===== src/rtl/fwd_ctrl_if.sv =====
`default_nettype none
// ============================================================================
//  Module      : fwd_ctrl_if
//  Description : Decode-stage hazard inputs and forwarding/stall outputs
//                shared between the pipeline front end and fwd_ctrl.
//  Revision    : 1.0 - initial release
// ============================================================================
interface fwd_ctrl_if #(
    parameter int XLEN_SEL = 2,
    parameter int CNT_W    = 16
);
    logic                id_valid;
    logic [4:0]          id_rs1;
    logic [4:0]          id_rs2;
    logic [4:0]          id_rd;
    logic                id_reg_write;
    logic                id_mem_read;
    logic                flush;
    logic [XLEN_SEL-1:0] fwd_a;
    logic [XLEN_SEL-1:0] fwd_b;
    logic                stall;
    logic [CNT_W-1:0]    stall_cnt;

    // Pipeline side: presents the decode instruction, consumes selects/stall
    modport master (
        output id_valid, id_rs1, id_rs2, id_rd, id_reg_write, id_mem_read, flush,
        input  fwd_a, fwd_b, stall, stall_cnt
    );

    // Controller side
    modport slave (
        input  id_valid, id_rs1, id_rs2, id_rd, id_reg_write, id_mem_read, flush,
        output fwd_a, fwd_b, stall, stall_cnt
    );
endinterface
`default_nettype wire


===== src/rtl/fwd_ctrl.sv =====
`default_nettype none
// ============================================================================
//  Module      : fwd_ctrl
//  Description : Operand-forwarding and load-use stall controller. Tracks the
//                EX/MEM/WB/RT stages and selects the youngest producer for
//                each EX source operand.
//  Revision    : 1.0 - initial release
// ============================================================================
module fwd_ctrl #(
    parameter int XLEN_SEL = 2,   // only 2 is supported (4:1 operand muxes)
    parameter int CNT_W    = 16
) (
    input  wire logic   clk,
    input  wire logic   rst_n,
    fwd_ctrl_if.slave   bus
);

    typedef struct packed {
        logic       valid;
        logic [4:0] rd;
        logic       reg_write;
        logic       mem_read;
    } stage_t;

    localparam stage_t c_BUBBLE = '{valid: 1'b0, rd: 5'd0, reg_write: 1'b0, mem_read: 1'b0};

    stage_t           ex_q, mem_q, wb_q, rt_q;
    stage_t           ex_d;
    logic [4:0]       ex_rs1_q, ex_rs2_q;
    logic [4:0]       ex_rs1_d, ex_rs2_d;
    logic [CNT_W-1:0] stall_cnt_q, stall_cnt_d;
    logic             w_stall;

    // A stage is a forwarding source only if it really writes a non-x0 register
    function automatic logic f_writes(input stage_t s);
        return s.valid & s.reg_write & (s.rd != 5'd0);
    endfunction

    // Youngest matching producer wins; an empty EX never forwards
    function automatic logic [XLEN_SEL-1:0] f_sel(
        input logic       ex_valid,
        input logic [4:0] rs,
        input stage_t     m,
        input stage_t     w,
        input stage_t     r
    );
        if (!ex_valid)                     return 2'b00;
        else if (f_writes(m) && m.rd == rs) return 2'b01;
        else if (f_writes(w) && w.rd == rs) return 2'b10;
        else if (f_writes(r) && r.rd == rs) return 2'b11;
        else                               return 2'b00;
    endfunction

    // Load in EX feeding the decode instruction; flush squashes ID so it wins
    always_comb begin
        w_stall = bus.id_valid & ~bus.flush
                & ex_q.valid & ex_q.mem_read & (ex_q.rd != 5'd0)
                & ((ex_q.rd == bus.id_rs1) | (ex_q.rd == bus.id_rs2));
    end

    // Next EX contents: decode instruction, or a bubble on stall/flush
    always_comb begin
        ex_d     = '{valid: bus.id_valid, rd: bus.id_rd,
                     reg_write: bus.id_reg_write, mem_read: bus.id_mem_read};
        ex_rs1_d = bus.id_rs1;
        ex_rs2_d = bus.id_rs2;
        if (w_stall || bus.flush) begin
            ex_d     = c_BUBBLE;
            ex_rs1_d = 5'd0;
            ex_rs2_d = 5'd0;
        end
    end

    // Saturating count of stall cycles
    always_comb begin
        stall_cnt_d = stall_cnt_q;
        if (w_stall && (stall_cnt_q != {CNT_W{1'b1}})) begin
            stall_cnt_d = stall_cnt_q + CNT_W'(1);
        end
    end

    // Stage shift is never blocked; reset drops all in-flight tracking at once
    always_ff @(posedge clk or negedge rst_n) begin
        if (!rst_n) begin
            ex_q        <= c_BUBBLE;
            ex_rs1_q    <= 5'd0;
            ex_rs2_q    <= 5'd0;
            mem_q       <= c_BUBBLE;
            wb_q        <= c_BUBBLE;
            rt_q        <= c_BUBBLE;
            stall_cnt_q <= '0;
        end else begin
            ex_q        <= ex_d;
            ex_rs1_q    <= ex_rs1_d;
            ex_rs2_q    <= ex_rs2_d;
            mem_q       <= ex_q;
            wb_q        <= mem_q;
            rt_q        <= wb_q;
            stall_cnt_q <= stall_cnt_d;
        end
    end

    // Selects depend only on stage registers, never on the decode inputs
    always_comb begin
        bus.fwd_a = f_sel(ex_q.valid, ex_rs1_q, mem_q, wb_q, rt_q);
        bus.fwd_b = f_sel(ex_q.valid, ex_rs2_q, mem_q, wb_q, rt_q);
    end

    assign bus.stall     = w_stall;
    assign bus.stall_cnt = stall_cnt_q;

    // mem_read is carried down the pipe with each instruction, but only the
    // EX copy matters for hazard detection
    logic w_unused_ok;
    assign w_unused_ok = &{1'b0, mem_q.mem_read, wb_q.mem_read, rt_q.mem_read};

endmodule
`default_nettype wire


===== src/flat_wrapper.sv =====
// flat-port wrapper written by rule: the top's interface ports become plain ports
module fwd_ctrl_flat 
#(
    parameter int XLEN_SEL = 2,                                             
    parameter int CNT_W    = 16
)
  (clk, rst_n, bus_id_valid, bus_id_rs1, bus_id_rs2, bus_id_rd, bus_id_reg_write, bus_id_mem_read, bus_flush, bus_fwd_a, bus_fwd_b, bus_stall, bus_stall_cnt);
  fwd_ctrl_if #(.XLEN_SEL(XLEN_SEL), .CNT_W(CNT_W)) bus_i ();
  input  wire logic clk;
  input  wire logic rst_n;
  input wire logic [$bits(bus_i.id_valid)-1:0] bus_id_valid;
  input wire logic [$bits(bus_i.id_rs1)-1:0] bus_id_rs1;
  input wire logic [$bits(bus_i.id_rs2)-1:0] bus_id_rs2;
  input wire logic [$bits(bus_i.id_rd)-1:0] bus_id_rd;
  input wire logic [$bits(bus_i.id_reg_write)-1:0] bus_id_reg_write;
  input wire logic [$bits(bus_i.id_mem_read)-1:0] bus_id_mem_read;
  input wire logic [$bits(bus_i.flush)-1:0] bus_flush;
  output wire logic [$bits(bus_i.fwd_a)-1:0] bus_fwd_a;
  output wire logic [$bits(bus_i.fwd_b)-1:0] bus_fwd_b;
  output wire logic [$bits(bus_i.stall)-1:0] bus_stall;
  output wire logic [$bits(bus_i.stall_cnt)-1:0] bus_stall_cnt;
  assign bus_i.id_valid = bus_id_valid;
  assign bus_i.id_rs1 = bus_id_rs1;
  assign bus_i.id_rs2 = bus_id_rs2;
  assign bus_i.id_rd = bus_id_rd;
  assign bus_i.id_reg_write = bus_id_reg_write;
  assign bus_i.id_mem_read = bus_id_mem_read;
  assign bus_i.flush = bus_flush;
  assign bus_fwd_a = bus_i.fwd_a;
  assign bus_fwd_b = bus_i.fwd_b;
  assign bus_stall = bus_i.stall;
  assign bus_stall_cnt = bus_i.stall_cnt;
  fwd_ctrl #(.XLEN_SEL(XLEN_SEL), .CNT_W(CNT_W)) u_core (.clk(clk), .rst_n(rst_n), .bus(bus_i));
endmodule

===== config.mk =====
export PLATFORM = sky130hd
export DESIGN_NAME = fwd_ctrl_flat
export DESIGN_NICKNAME = d
export VERILOG_FILES = /design/src/rtl/fwd_ctrl_if.sv /design/src/rtl/fwd_ctrl.sv /design/src/flat_wrapper.sv
export SDC_FILE = /design/constraint.sdc
export NUM_CORES = 1
export LEC_CHECK = 0
export ABC_AREA = 1
export CAP_MARGIN = 20
export CELL_PAD_IN_SITES_DETAIL_PLACEMENT = 0
export CELL_PAD_IN_SITES_GLOBAL_PLACEMENT = 1
export CORE_MARGIN = 2
export CORE_UTILIZATION = 50
export CTS_CLUSTER_DIAMETER = 60
export DETAILED_ROUTE_END_ITERATION = 10
export DONT_BUFFER_PORTS = 1
export PLACE_DENSITY_LB_ADDON = 0.05
export SLEW_MARGIN = 40
export SYNTH_ARGS = -nofsm -noshare
export SYNTH_HDL_FRONTEND = slang
export SYNTH_SLANG_ARGS = --single-unit

===== constraint.sdc =====
create_clock -name clk -period 4.8 [get_ports clk]
set_clock_uncertainty 0.2 [all_clocks]
set_input_delay 1.2 -clock clk [delete_from_list [all_inputs] [get_ports clk]]
set_output_delay 1.2 -clock clk [all_outputs]
set_load 0.005 [all_outputs]

==> reports/metrics.yaml <==
status: "completed"
reg2reg_from: "u_core.bus.stall_cnt[0]$_DFFE_PN0P_"
finalHoldViolCount: 0
final_nets: 384
post-route-min-period_ns: 3.533
worst_setup_path_start_kind: "primary input"
grt_util_all_layers: 0.2001
initial_core_util: 0.5199
regArea_sq_um: 1376
drt_iter0_markers: 101
arrival_ns: 2.13
finalHoldWorstSlack_ns: 0.1578
wl_microns: 5744
slew_viol_final: 0
dieArea_sq_um: 6384
worstMarginPinSlew_ns: 0.4183
htree_levels: 2
wl_per_cell_microns: 13.20
regToRegSetupSlack_ns: 2.75
root_buffer: "clkbuf_8"
antenna_found_initial: 0
cts_hold_buf: 0
ant_nets: 0
clk_latency_ns: 0.30
core_area_sq_um: 5540
cp.depth: 8
maxCapViolations: 0
syn_inst: 360
cp_slowest_cell: "nand2_2"
diodes: 0
vias_per_cell: 5.060
synth_area_per_cell_sq_um: 8.001
grt_overflow: 0
die_x_microns: 79.90
worstPathMaxFanout: 18
syn_to_final_growth_pct: 6.733
synthTopCellsByArea: "dfrtp_1, nand2_1, nor2_1, xnor2_1, inv_1"
cp-end-kind: "output port"
yosys.area.top_type: "dfrtp_1"
cts_resized: 0
r2r-end: "u_core.bus.stall_cnt[7]$_DFFE_PN0P_"
path_cells: "inv_1 -> nand2_1 -> nand2_1 -> nor2_1 -> nand3_1 -> nand2_2 -> nand2_1 -> inv_1"
drive_gt1_frac: 0.06061
power_density_nw_per_um2: 300.0
drc: 0
ys_types: 26
path_buf_inv: 2
peakVddDrop_v: 0.0001839
fp.dieH_microns: 79.90
synthesis.area_sq_um: 2880
yosysSeqAreaShare: 0.4778
grt_pass1_vias: 2144
first_pass_iters: 4
hp-class: "flop to flop"
final.period_utilization: 0.7360
cts_tree: "done"
ys_seq_elements: 55
setup_total_negative_slack_ns: 0
ys_warn_count: 0
clock-sinks: 55
cp-endpoint: "bus_stall"
rsz0062_at_grt: "false"
place_area_sq_um: 2938
vias: 2201
timing_worst_setup_path_type: "primary input to output port"
max_stage_delay_ns: 0.33
cp-startpoint: "bus_id_rs2[4]"
max_freq_mhz: 283.1
p_leak_nw: 1.609
yosys.area.top_type_share: 0.4778
layout.cells.non_filler: 435
port_buffers: 0
syn_nets: 382
dp_hpwl_microns: 4155
grt_max_degree: 56
clkTransAtPathRegs_ns: 0.10
ios: 42
cpMostUsedCell: "nand2_1"
fill_cells: 547
post-cts-setup-buffers: 0
r2r.worst_path.cells: 9
finalInstanceArea_sq_um: 3074
grt_pass1_wl_microns: 9839
clockBufferDepth: 2
setup_viol: 0
dp_cells: 427
relSlewSlack: 0.7201
cts_buffers: 5
multi_input_area_sq_um: 1303
worstPathRequired_ns: 3.40
crit_family: "simple AND/OR/NAND/NOR gates"
num_rows: 27
gp_congestion: 0.7908
==> layout by cell type (no fill, tap or decap) <==
| master | instances |
|---|---|
| a21oi_1 | 2 |
| bufinv_16 | 2 |
| clkbuf_8 | 5 |
| clkinvlp_4 | 1 |
| dfrtp_1 | 55 |
| ha_1 | 1 |
| inv_1 | 41 |
| inv_2 | 4 |
| nand2_1 | 108 |
| nand2_2 | 3 |
| nand2_4 | 1 |
| nand3_1 | 14 |
| nand3_2 | 1 |
| nand3_4 | 1 |
| nand3b_1 | 2 |
| nand4_1 | 20 |
| nor2_1 | 51 |
| nor2_2 | 1 |
| nor2_4 | 2 |
| nor3_1 | 5 |
| nor3_2 | 1 |
| o21ai_0 | 4 |
| o21bai_1 | 1 |
| xnor2_1 | 20 |
| xor2_1 | 17 |
==> synth_stat cells, drive strengths merged <==
library cell / instances
nor2: 54
a21oi: 2
nand4: 20
o21ai: 4
nand3: 16
dfrtp: 55
buf: 5
nor3: 6
nand2: 112
inv: 45
xnor2: 20
nand3b: 2
ha: 1
xor2: 17
o21bai: 1
==> power breakdown <==
part | internal (mW) | switching [mW]
sequential | 0.480 | 0.0201
clock | 0.208 | 0.151
combinational | 0.0282 | 0.0348
==> logic make-up after synthesis <==
kind of cell               Yosys count  share of synthesized area
DFF                                 55                     0.4778
and+or+nand+nor                    210                     0.3223
adders and majority gates            1                   0.004343
buffers and inverters               50                    0.06994
xor gates and xnor gates            37                     0.1125
AOI/OAI and AO/OA                    7                    0.01303
==> worst min path at each step <==
stage                             startpoint                   endpoint  slack [ns]  cells after the start
floorplan           u_core.ex_q[1]$_DFF_PN0_  u_core.mem_q[1]$_DFF_PN0_        0.13                      0
global placement    u_core.ex_q[1]$_DFF_PN0_  u_core.mem_q[1]$_DFF_PN0_        0.13                      0
detailed placement  u_core.ex_q[1]$_DFF_PN0_  u_core.mem_q[1]$_DFF_PN0_        0.14                      0
CTS                 u_core.ex_q[1]$_DFF_PN0_  u_core.mem_q[1]$_DFF_PN0_        0.16                      0
global route        u_core.ex_q[1]$_DFF_PN0_  u_core.mem_q[1]$_DFF_PN0_        0.16                      0
finish              u_core.ex_q[1]$_DFF_PN0_  u_core.mem_q[1]$_DFF_PN0_        0.16                      0
==> flip-flops by register name, summed over array words and instances (netlist names) <==
name                  count
u_core.rt_q               7
u_core.mem_q              7
u_core.ex_q               8
u_core.wb_q               7
u_core.bus.stall_cnt     16
u_core.ex_rs1_q           5
u_core.ex_rs2_q           5
==> metrics by stage <==
stage	total power, mW	setup WS (ns)	util
2_1_floorplan	0.5584	1.596	-
3_3_place_gp	0.5713	1.299	0.5303
3_5_place_dp	0.5730	1.283	0.5303
4_1_cts	0.9332	1.277	0.5549
5_1_grt	0.9647	1.137	0.5549
6_report	0.9222	1.267	0.5549
==> cell type report <==
class,instances,share of cell area
well taps,72,0.02930
flip-flops and latches,55,0.4477
clock inverters,3,0.02198
inverters,45,0.05495
multi-input cells,255,0.4237
clock buffers,5,0.02239
==> metal layers <==
metal	vias up	part of all wire	global-route usage
li1	1120	-	-
met1	1010	0.49	0.2920
met2	63	0.44	0.2950
met3	8	0.057	0.04638
met4	0	0.014	0.06271
met5	-	0	0
==> worst register-to-register path, stage by stage, from the launching register on <==
cell     delay (ns)
dfrtp_1        0.43
ha_1           0.23
nand3_2        0.17
nor2_4         0.19
nand2_2        0.10
nor2_4         0.10
nand2_4        0.15
nand3_4        0.25
nand2_1        0.10
nand2_1        0.07
(Power assumes the default switching activity.)
